`src/rtl/muldiv_sequencer.sv`:
```
// muldiv_sequencer: shift-add/restoring-divide MULT/DIV engine sharing the EX ALU, owner of HI/LO.
module muldiv_sequencer #(
  parameter logic [5:0] ADD_CODE = 6'h02,
  parameter logic [5:0] SUB_CODE = 6'h12
) (
  input  logic        clk,
  input  logic        reset_n,
  input  logic        start_ex,
  input  logic [1:0]  op_ex,
  input  logic [31:0] sourceA_ex,
  input  logic [31:0] sourceB_ex,
  input  logic        flush_ex,
  input  logic        mthi_ex,
  input  logic        mtlo_ex,
  input  logic [31:0] wdata_ex,
  input  logic [31:0] alu_res,
  output logic        alu_req_md,
  output logic [5:0]  alu_control_md,
  output logic [31:0] alu_a_md,
  output logic [31:0] alu_b_md,
  output logic        busy,
  output logic        done,
  output logic        div_by_zero,
  output logic [31:0] hi_out,
  output logic [31:0] lo_out
);
  typedef enum logic [1:0] {IDLE, ITER, FIX, DONE} state_t;
  state_t state, state_nx;
  logic [31:0] acc_hi, acc_lo, m, a, b, r_sh, hi_nx, lo_nx, fix_hi, fix_lo, mag_a, mag_b;
  logic [63:0] prod;
  logic [4:0] cnt;
  logic is_div, sa, sb, dz, t, c, w, q, open, accept, dz_start, neg_a, neg_b, iter;
  always_comb begin
    iter = state == ITER;
    open = state == IDLE || state == DONE;
    accept = open && start_ex && !flush_ex;
    neg_a = op_ex[0] && sourceA_ex[31];
    neg_b = op_ex[0] && sourceB_ex[31];
    mag_a = neg_a ? -sourceA_ex : sourceA_ex;
    mag_b = neg_b ? -sourceB_ex : sourceB_ex;
    dz_start = op_ex[1] && sourceB_ex == 32'h0;
    r_sh = {acc_hi[30:0], acc_lo[31]};
    t = acc_hi[31];
    a = is_div ? r_sh : acc_hi;
    b = is_div || acc_lo[0] ? m : 32'h0;
    // carry/borrow recovered from operand and result sign bits, since the ALU exposes only 32 bits
    c = (a[31] & b[31]) | ((a[31] | b[31]) & ~alu_res[31]);
    w = (~a[31] & b[31]) | (~(a[31] ^ b[31]) & alu_res[31]);
    q = t | ~w;
    hi_nx = is_div ? (q ? alu_res : r_sh) : {c, alu_res[31:1]};
    lo_nx = is_div ? {acc_lo[30:0], q} : {alu_res[0], acc_lo[31:1]};
    prod = sa ^ sb ? -{acc_hi, acc_lo} : {acc_hi, acc_lo};
    fix_hi = is_div ? (sa ? -acc_hi : acc_hi) : prod[63:32];
    fix_lo = is_div ? (sa ^ sb ? -acc_lo : acc_lo) : prod[31:0];
    state_nx = flush_ex ? IDLE : accept ? (dz_start ? DONE : ITER) :
               iter ? (cnt == 5'd31 ? FIX : ITER) : state == FIX ? DONE : IDLE;
    alu_req_md = iter;
    alu_control_md = iter && is_div ? SUB_CODE : ADD_CODE;
    alu_a_md = iter ? a : 32'h0;
    alu_b_md = iter ? b : 32'h0;
    busy = iter || state == FIX;
    done = state == DONE;
    div_by_zero = done && dz;
  end
  always_ff @(posedge clk or negedge reset_n) begin
    if (!reset_n) begin
      state <= IDLE;
      is_div <= 1'b0;
      sa <= 1'b0;
      sb <= 1'b0;
      dz <= 1'b0;
      cnt <= 5'd0;
      acc_hi <= 32'h0;
      acc_lo <= 32'h0;
      m <= 32'h0;
      hi_out <= 32'h0;
      lo_out <= 32'h0;
    end else begin
      state <= state_nx;
      if (accept) begin
        is_div <= op_ex[1];
        sa <= neg_a;
        sb <= neg_b;
        dz <= dz_start;
        cnt <= 5'd0;
        acc_hi <= 32'h0;
        acc_lo <= op_ex[1] ? mag_a : mag_b;
        m <= op_ex[1] ? mag_b : mag_a;
      end else if (iter) begin
        cnt <= cnt + 5'd1;
        acc_hi <= hi_nx;
        acc_lo <= lo_nx;
      end
      if (open && !flush_ex && mthi_ex) hi_out <= wdata_ex;
      if (open && !flush_ex && mtlo_ex) lo_out <= wdata_ex;
      if (accept && dz_start) begin
        hi_out <= sourceA_ex;
        lo_out <= 32'hFFFF_FFFF;
      end
      if (state == FIX && !flush_ex) begin
        hi_out <= fix_hi;
        lo_out <= fix_lo;
      end
    end
  end
endmodule

```
`config.mk`:
```
export PLATFORM = sky130hd
export DESIGN_NAME = muldiv_sequencer
export DESIGN_NICKNAME = d
export VERILOG_FILES = /design/src/rtl/muldiv_sequencer.sv
export SDC_FILE = /design/constraint.sdc
export NUM_CORES = 1
export LEC_CHECK = 0
export ABC_AREA = 1
export ABC_CLOCK_PERIOD_IN_PS = 3410
export CAP_MARGIN = 40
export CORE_MARGIN = 2
export CORE_UTILIZATION = 29
export DETAILED_ROUTE_END_ITERATION = 8
export PLACE_DENSITY_LB_ADDON = 0.12
export SLEW_MARGIN = 20
export SYNTH_ARGS = -nofsm -noshare
export SYNTH_HDL_FRONTEND = slang
export SYNTH_SLANG_ARGS = --single-unit
```
`constraint.sdc`:
```
create_clock -name clk -period 3.41 [get_ports clk]
set_input_delay 0.682 -clock clk [delete_from_list [all_inputs] [get_ports clk]]
set_output_delay 0.682 -clock clk [all_outputs]
set_load 0.05 [all_outputs]
```
==> Word level (Yosys, flattened, before mapping) <==
Index checks and enable logic that the tools add are counted.
{ "word_totals": {"reg_bits": 171, "in_bits": 136, "out_inout_bits": 138, "elab_cells": 91} }
{ "classes": {"add_sub_neg": 6, "eq_ne": 4, "muxes": 35, "n_bitwise": 14, "reduce_logical": 21} }
{ "op_table": {"columns": ["cell", "count"], "rows": [
  ["$mux W32", 25],
  ["$neg A32 Y32", 4],
  ["$mux W64", 1],
  ["$neg A64 Y64", 1],
  ["$logic_not A32 Y1", 1],
  ["$mux W5", 3],
  ["$logic_and A1 B1 Y1", 12],
  ["$mux W2", 6],
  ["$reduce_bool A3 Y1", 2],
  ["$add A5 B1 Y5 const B", 1],
  ["$eq A5 B5 Y1 const B", 1],
  ["$and A1 B1 Y1", 4],
  ["$eq A2 B2 Y1 const B", 2],
  ["$not A1 Y1", 4],
  ["$or A1 B1 Y1", 4],
  ["$logic_or A1 B1 Y1", 3],
  ["$eq A2 B1 Y1 const B", 1],
  ["$logic_not A2 Y1", 1],
  ["$reduce_bool A2 Y1", 1],
  ["$xor A1 B1 Y1", 2],
  ["$logic_not A1 Y1", 1]
]} }

==> Logic depth before layout (Yosys ltp) <==
{ "depth": {"word_depth": 12, "mapped_depth": 15, "depth_no_buf": 15} }

==> Worst setup path after synthesis <==
Ideal clock, no wire load.
{ "synth_path": {"path_type": "register -> output", "start": "register state[1]", "end": "output port alu_a_md[24]", "arrival_time_ns": 2.393, "required_ns": 2.728, "slack_ns": 0.335, "stages_incl_launch_ff": 7, "path_buffers": 2, "path_cell_list": "dfrtp_1 inv_1 ha_1 clkbuf_1 buf_1 o21ai_0 a21oi_1"} }
{ "synth_between": {"elab_chain_cells": 2} }
{ "synth_lines": {"columns": ["item", "line", "source"], "rows": [
  ["start, declared", "28", "state_t state, state_nx;"],
  ["start signal, assigned", "79", "state <= state_nx;"],
  ["$eq A2 B1 Y1", "34", "iter = state == ITER;"],
  ["named net alu_req_md", "17", "output logic alu_req_md,"],
  ["$mux W32", "59", "alu_a_md = iter ? a : 32'h0;"],
  ["end, declared", "19", "output logic [31:0] alu_a_md,"]
]} }
The timed path passes the listed nets, and every way through them passes these cells.

==> Worst setup path after layout <==
{ "layout_path": {"start": "register state[1]", "end": "output port alu_a_md[1]"} }
{ "layout_between": {"elab_chain_cells": 2} }
{ "layout_lines": {"columns": ["item", "line"], "rows": [
  ["$eq A2 B1 Y1", "34"],
  ["$mux W32", "59"]
]} }
Every way passes these cells.

==> out/results.ini <==
[outcome]
outcome = complete, no violations

[timing]
setup_viol = 0
rsz0062_at_grt = false
fin_skew_ns = 0.01110
hold_viol = 0
layout_worst_path_cycle_share = 0.9166
post-route-min-period_ns = 3.126
slew_headroom = 0.4785
drv_slew = 0
fmaxAchievable_ghz = 0.3199
max_slew.worst_pin.slew_ns = 0.7822

[final_layout]
final_cell_count_no_fill = 3074
final_common_cell = nand2_1
area_growth_pct = 35.53
final_area_sq_mm = 0.01895
layout_common_cells = 562 x nand2_1, 292 x nor2_1, 215 x inv_1
drive_gt1_frac = 0.1065
final_net_count = 2594
diodes = 0

[setup_path]
cp_max_fo = 11
slowest_delay_ns = 0.54
crit_type = reg2out
start_kind = flop
path_buf_inv = 3
crit_required_ns = 2.73
worstPathCellList = inv_1, ha_1, inv_1, a211oi_1, buf_12
cp_num_cells = 5
reg2regPathDepth = 14
end_kind = output pin
crit_slowest_cell = a211oi_1
crit_family = compound AO/OA/AOI/OAI gates
timing.rr.end = hi_out[12]
reg2reg_setup_slack_ns = 0.45
r2r-start = state[0]
cp_common_cell = inv_1
crit_arrival_ns = 2.44

[clocking]
cts_sinks = 171
postCtsHoldBufs = 0
clockBufferDepth = 2
cts_tree = done
cts_setup_buffers = 0
cts_resized = 0
path_clk_slew_ns = 0.07
cts_max_level = 4
clk_latency_ns = 0.47
clock-root-buffer = clkbuf_16
cts_made_buffers = 17

[detailed_routing]
drc = 0
vias_per_cell = 5.276
drtIter0Drc = 1711
routedWlPerCell_um = 22.64
postRouteAntennaNets = 0
vias = 16220
drt_pass1_iterations = 8
wirelength_um = 69610

[grt]
grt_pass1_wl_um = 102700
grt_use_total = 0.2768
grt_max_degree = 73
grt-ovfl-total = 0
antenna_found_initial = 1
grt_pass1_vias = 15560

[synth]
seq_area_frac_synth = 0.3060
synth_edf_count = 0
synth_area_sq_mm = 0.01398
synth_cell_type_count = 49
yosys_most_used_dff = dfrtp_1
yosys_warnings = 0
async_reset_ff_frac = 1.000
synth_seq_cells = 171
avgSynthCellArea_sq_um = 6.400
syn_inst = 2185

[floorplanning]
ioPinCount = 274
start_util = 0.2935
dieArea_sq_mm = 0.04999
row_count = 80
die_w_um = 223.6
die_h_um = 223.6
core_area_sq_mm = 0.04765

[placed_design]
dpl.cell_count = 3041
place.gp.congestion = 0.9173
port_buffers = 268
dp_hpwl_um = 56010
dpl-instance-area_sq_mm = 0.01833

[min_path]
hold_class = in2async

[power_and_ir_drop]
power.density_mw_per_mm2 = 806.5
ir_drop_mv = 0.3595
leakage_uw = 0.008262

[run]
cap_violations = 0

[synthesized netlist by cell type, drive strengths merged (33+ instances only)]
| library cell | n | share of area |
|---|---|---|
| a21oi | 136 | 0.055 |
| buf | 68 | 0.030 |
| clkbuf | 47 | 0.013 |
| dfrtp | 171 | 0.31 |
| inv | 226 | 0.061 |
| nand2 | 570 | 0.15 |
| nand3 | 182 | 0.067 |
| nand4 | 35 | 0.016 |
| nor2 | 309 | 0.088 |
| o211ai | 33 | 0.018 |
| o21ai | 206 | 0.075 |
| xor2 | 44 | 0.028 |
[per-layer routing]
layer	up-vias	wire length (um)	track usage
li1	7770	-	-
met1	7770	33280	0.4072
met2	629	30520	0.4267
met3	50	4705	0.04197
met4	0	1100	0.05978
met5	-	0	0
[worst reg2reg max path, delay by kind of cell, from the launching register on]
kind                       cells  cell delay, ns
and+or+nand+nor                7            1.16
AOI/OAI and AO/OA              2            0.53
buffers and inverters          4            0.42
DFF                            1            0.38
adders and majority gates      1            0.36
[worst max path at each step]
stage | from | endpoint
floorplan | state[1] | alu_a_md[24]
global placement | sourceB_ex[0] | hi_out[1]
detailed placement | sourceB_ex[0] | hi_out[12]
CTS | state[1] | alu_a_md[1]
global route | is_div | alu_a_md[27]
finish | state[1] | alu_a_md[1]
[sequential cells by signal (all words and copies together), names as in the netlist, 2 cells and up]
register,flops
m,32
acc_lo,32
hi_out,32
state,2
cnt,5
lo_out,32
acc_hi,32
[per-stage QoR]
stage	TNS (ns)	power (uW)	setup slack [ns]	util	hold slack [ns]
2_1_floorplan	0	9210	0.3351	-	0.3864
3_3_place_gp	-6.044	13070	-0.2645	0.3839	0.4655
3_5_place_dp	0	13110	0.05134	0.3846	0.4725
4_1_cts	0	15250	0.2754	0.3972	0.2845
5_1_grt	0	16220	0.1846	0.3978	0.1228
6_report	0	15280	0.2843	0.3978	0.1053
[cell families after synthesis]
family / after synthesis / share of synthesized area
AOI/OAI and AO/OA: 490 / 0.2128
xor gates and xnor gates: 52 / 0.03257
adders and majority gates: 12 / 0.01074
buffers and inverters: 343 / 0.1042
DFF: 171 / 0.3060
other: 2 / 0.0005371
and+or+nand+nor: 1115 / 0.3331
[area by class of cell]
| class | instances | area, sq um |
|---|---|---|
| fillers | 5150 | 28690 |
| multi-input cells | 1674 | 8272 |
| flip-flops and latches | 171 | 4283 |
| repair buffers | 354 | 4168 |
| inverters | 228 | 860.8 |
| well taps | 615 | 769.5 |
| clock buffers | 18 | 439.2 |
| clock inverters | 14 | 160.2 |
[report_power, final]
part	switching (uW)	leakage [uW]	internal (uW)
sequential	1050	0.00205	2870
clock	982	0.000286	1120
combinational	6150	0.00592	3120
(Power assumes the default switching activity.)
==> patch 1, RTL diff (config.mk and constraints unchanged) <==
Put a register stage on the output `alu_a_md`, with the module's reset. The value now appears one clock later. The other outputs are not delayed to match.
--- a/src/rtl/muldiv_sequencer.sv
+++ b/src/rtl/muldiv_sequencer.sv
@@ -25,6 +25,8 @@
   output logic [31:0] lo_out
 );
   typedef enum logic [1:0] {IDLE, ITER, FIX, DONE} state_t;
+
+  logic [31:0] alu_a_md_d;
   state_t state, state_nx;
   logic [31:0] acc_hi, acc_lo, m, a, b, r_sh, hi_nx, lo_nx, fix_hi, fix_lo, mag_a, mag_b;
   logic [63:0] prod;
@@ -56,7 +58,7 @@
                iter ? (cnt == 5'd31 ? FIX : ITER) : state == FIX ? DONE : IDLE;
     alu_req_md = iter;
     alu_control_md = iter && is_div ? SUB_CODE : ADD_CODE;
-    alu_a_md = iter ? a : 32'h0;
+    alu_a_md_d = iter ? a : 32'h0;
     alu_b_md = iter ? b : 32'h0;
     busy = iter || state == FIX;
     done = state == DONE;
@@ -103,5 +105,13 @@
       end
     end
   end
+  always_ff @(posedge clk or negedge reset_n) begin
+    if (!reset_n) begin
+      alu_a_md <= '0;
+    end else begin
+      alu_a_md <= alu_a_md_d;
+    end
+  end
+
 endmodule
 
Function: changed (Yosys sat finds a counterexample within 4 cycles, from zero or initial values and one cycle with reset_n low).
==> patch 1 against the unedited design <==
Synthesized area up 6.6%; sequential share of layout area up 3.0 points; worst setup slack better by 190 ps; sequential cell count up 32; critical path depth down 1; total power up 31%; worst hold slack better by 13 ps; cell area up 4.6%; wire length up 6.0%; largest power group unchanged.
==> patch 1: results (changes against the unedited design) <==
r2r_setup_slack_ps: 520  # +70 ps
synth.distinct_cells: 42  # -14%
cp.arrival_ps: 2250  # -190 ps
finalClockSkew_ps: 14.9  # +3.83 ps
ys_top_cells_by_area: "dfrtp_1, nand2_1, nor2_1, nand3_1, inv_1"
dp_cells: 3219  # +5.9%
drt_iter0_drc: 1803  # +5.4%
grt_pass1_vias: 16800  # +7.8%
finalCoreUtilization: 0.388  # -0.00966
drive_gt1_frac: 0.0719  # -0.0346
nFillCells: 5502  # +6.8%
route.met2.wl_um: 31800  # +4.2%
clk_pin_slew_worst_paths_ps: 70  # about the same
numCtsBuffers: 26  # +9
syn-instance-count: 2310  # +5.7%
fin_cells: 3268  # +6.3%
portBuffers: 268  # unchanged
htree_levels: 1  # -3
hpwl_um: 59100  # +5.5%
routed-wl-met3_um: 4980  # +5.8%
dr.pass1.iters: 6  # -2
synthXorXnorAreaFrac: 0.0323  # -0.000268
hold_buffers: 0  # unchanged
grt_max_degree: 70  # -4.1%
path_max_fanout: 23  # +12
cts_root_buf: "clkbuf_16"
pre_cts_slack_ps: 66.9  # +15.6 ps
cellLeakagePower_nw: 8.96  # +8.4%
place.gp.congestion: 0.976  # +6.4%
grt_usage: 0.272  # -0.00476
grt_first_pass_wirelength_um: 109000  # +6.3%
outcome: "complete, no violations"
synth_compound_area_frac: 0.178  # -0.0348
wl_per_cell_um: 22.6  # -0.31%
timing.rr.end: "hi_out[2]$_DFFE_PN0P_"
routedLengthMet1_um: 35400  # +6.2%
ir_drop_v: 0.000548  # +52%
finalCritPeriodShare: 0.860  # -0.0571
use_met1: 0.409  # +0.00132
synth-adder-area-share: 0.0101  # -0.000669
place_area_mm2: 0.0189  # +3.3%
ys_seq_area_frac: 0.341  # +0.0346
met3_usage: 0.0340  # -0.00801
fin_nets: 2715  # +4.7%
clk_latency_ps: 560  # +90 ps
worstMarginPinSlew_ps: 896  # +114 ps
r2r-start: "acc_lo[0]$_DFFE_PN0P_"
via_per_inst: 5.29  # +0.21%
use_met2: 0.416  # -0.0111
reg2reg_depth: 13  # -1
synth_common_cells: "nand2_1, nor2_1, inv_1"
==> patch 1: cell types whose count changed in the layout (fill, tap and decap cells not counted), moves of 24 or more <==
cell             change
a221oi_1            -24
a22oi_1             +29
buf_12              -39
clkdlybuf4s50_1     +34
dfrtp_1             +32
nand2_1             +57
nor2_1              +35
==> patch 1: worst max-delay path by stage <==
stage,startpoint,endpoint,depth (start not counted)
after global placement,sourceB_ex[24],hi_out[1]$_DFFE_PN0P_,11
after floorplan,is_div$_DFFE_PN0N_,acc_hi[17]$_DFFE_PN0P_,16
after CTS,is_div$_DFFE_PN0N_,alu_control_md[4],4
after global routing,acc_lo[0]$_DFFE_PN0P_,hi_out[2]$_DFFE_PN0P_,13
after detailed placement,sourceB_ex[24],hi_out[1]$_DFFE_PN0P_,11
final,is_div$_DFFE_PN0N_,alu_control_md[4],4
==> patch 1: area by class of cell <==
cell class | count | share of cell area
Multi-Input combinational cell | 1746 | 0.424
Sequential cell | 203 | 0.256
Timing Repair Buffer | 347 | 0.185
Inverter | 243 | 0.0461
Tap cell | 680 | 0.0429
Clock buffer | 38 | 0.0377
Clock inverter | 9 | 0.00751
Antenna cell | 2 | 0.000252
==> patch 1: critical path, cell delays in order (launching register included) <==
cell and delay, ps:
dfrtp_4 440, buf_4 300, nand2_1 90, inv_1 70, clkdlybuf4s50_1 800
==> patch 1: power breakdown <==
group | switching [mW] | leakage [nW] | internal (mW)
registers | 0.890 | 2.48 | 3.49
clock network | 1.15 | 0.440 | 1.81
logic | 8.67 | 6.04 | 3.98
total | 10.7 | 8.96 | 9.28
==> patch 2, RTL diff (config.mk and constraints unchanged) <==
Made on the original files. Register the input `sourceA_ex` before use, without a reset. The logic sees it one clock later. The other inputs are not delayed to match.
--- a/src/rtl/muldiv_sequencer.sv
+++ b/src/rtl/muldiv_sequencer.sv
@@ -25,6 +25,13 @@
   output logic [31:0] lo_out
 );
   typedef enum logic [1:0] {IDLE, ITER, FIX, DONE} state_t;
+
+  logic [31:0] sourceA_ex_q;
+
+  always_ff @(posedge clk) begin
+    sourceA_ex_q <= sourceA_ex;
+  end
+
   state_t state, state_nx;
   logic [31:0] acc_hi, acc_lo, m, a, b, r_sh, hi_nx, lo_nx, fix_hi, fix_lo, mag_a, mag_b;
   logic [63:0] prod;
@@ -34,9 +41,9 @@
     iter = state == ITER;
     open = state == IDLE || state == DONE;
     accept = open && start_ex && !flush_ex;
-    neg_a = op_ex[0] && sourceA_ex[31];
+    neg_a = op_ex[0] && sourceA_ex_q[31];
     neg_b = op_ex[0] && sourceB_ex[31];
-    mag_a = neg_a ? -sourceA_ex : sourceA_ex;
+    mag_a = neg_a ? -sourceA_ex_q : sourceA_ex_q;
     mag_b = neg_b ? -sourceB_ex : sourceB_ex;
     dz_start = op_ex[1] && sourceB_ex == 32'h0;
     r_sh = {acc_hi[30:0], acc_lo[31]};
@@ -94,7 +101,7 @@
       if (open && !flush_ex && mthi_ex) hi_out <= wdata_ex;
       if (open && !flush_ex && mtlo_ex) lo_out <= wdata_ex;
       if (accept && dz_start) begin
-        hi_out <= sourceA_ex;
+        hi_out <= sourceA_ex_q;
         lo_out <= 32'hFFFF_FFFF;
       end
       if (state == FIX && !flush_ex) begin
Check against the original RTL: not equivalent (a bounded check fails within 4 cycles, from zero or initial values and one cycle with reset_n low).
==> patch 2 against the unedited design <==
Total power grew 34%; critical path depth shrank 2; sequential cell count grew 32; synthesized cell count grew 5.7%; wire length grew 7.0%; synthesized area grew 5.5%; worst setup slack lost 92 ps; cell area grew 5.3%; clock power grew 48%; critical path type unchanged; critical endpoint is now alu_req_md.
==> patch 2: results (changes against the unedited design) <==
syn_avg_cell_area_um2: 6.39  # -0.21%
path_max_fanout: 28  # +17
cpMaxStageDelayCell: "clkdlybuf4s50_1"
cellLeakagePower_nw: 8.91  # +7.8%
fin_nets: 2702  # +4.2%
worstMarginPinSlew_ps: 828  # +45.8 ps
multi_input_area_share: 0.422  # -0.0149
drt_iter0_drc: 1590  # -7.1%
outcome: "complete, no violations"
numClockSinks: 203  # +19%
reg2reg_depth: 12  # -2
clock_area_frac: 0.0478  # +0.0162
hpwl_um: 59800  # +6.8%
synth_common_cells: "nand2_1, nor2_1, inv_1"
grt_first_pass_wirelength_um: 109000  # +6.4%
cts_max_path_buffers: 3  # +1
synthXorXnorAreaFrac: 0.0327  # +0.0000822
pg_seq_mw: 4.27  # +8.9%
fin_cells: 3247  # +5.6%
drive_gt1_frac: 0.0812  # -0.0254
synth.distinct_cells: 43  # -12%
comb_power_share: 0.639  # +0.033
ys_top_cells_by_area: "dfrtp_1, nand2_1, nor2_1, nand3_1, inv_1"
syn-instance-count: 2310  # +5.7%
ys_seq_area_frac: 0.333  # +0.0275
pre_cts_slack_ps: 177  # +126 ps
htree_levels: 1  # -3
inv_count: 243  # +6.6%
dr.pass1.iters: 6  # -2
cpPeakStageDelay_ps: 930  # +390 ps
grt_antenna_before_repair: 0  # -1
async_flop_share: 0.842  # -0.158
areaGrowthSynthToFinish_pct: 35.2
internal_power_mw: 9.54  # +34%
nFillCells: 5385  # +4.6%
clock_buffers: 36  # +18
numCtsBuffers: 27  # +10
multi_input_cells: 1746  # +4.3%
vias: 17100  # +5.2%
buf_share: 0.196  # -0.0240
wirelength_um: 74500  # +7.0%
clk_latency_ps: 580  # +110 ps
synth_compound_area_frac: 0.180  # -0.0329
grt_usage: 0.277  # about the same
place_area_mm2: 0.0190  # +3.4%
[patch 2: routing by layer]
| metal | global-route usage | wire [um] | vias to the layer above |
|---|---|---|---|
| li1 | - | - | 8081 |
| met1 | 0.408 | 35800 | 8285 |
| met2 | 0.432 | 32800 | 639 |
| met3 | 0.0382 | 4770 | 58 |
| met4 | 0.0463 | 1050 | 0 |
| met5 | 0 | 0 | - |
[patch 2: final timing paths]
path / to / slack [ps] / startpoint
worst max-delay path: alu_req_md / 190 / state[1]$_DFF_PN0_
worst min-delay path: m[2]$_DFFE_PN0N_ / 460 / reset_n
worst max register to register: hi_out[2]$_DFFE_PN0P_ / 440 / acc_lo[0]$_DFFE_PN0P_
worst min register to register: cnt[4]$_DFFE_PN0P_ / 480 / cnt[4]$_DFFE_PN0P_
max in group asynchronous: lo_out[30]$_DFFE_PN0P_ / 1990 / reset_n
min in group clk: cnt[4]$_DFFE_PN0P_ / 480 / cnt[4]$_DFFE_PN0P_
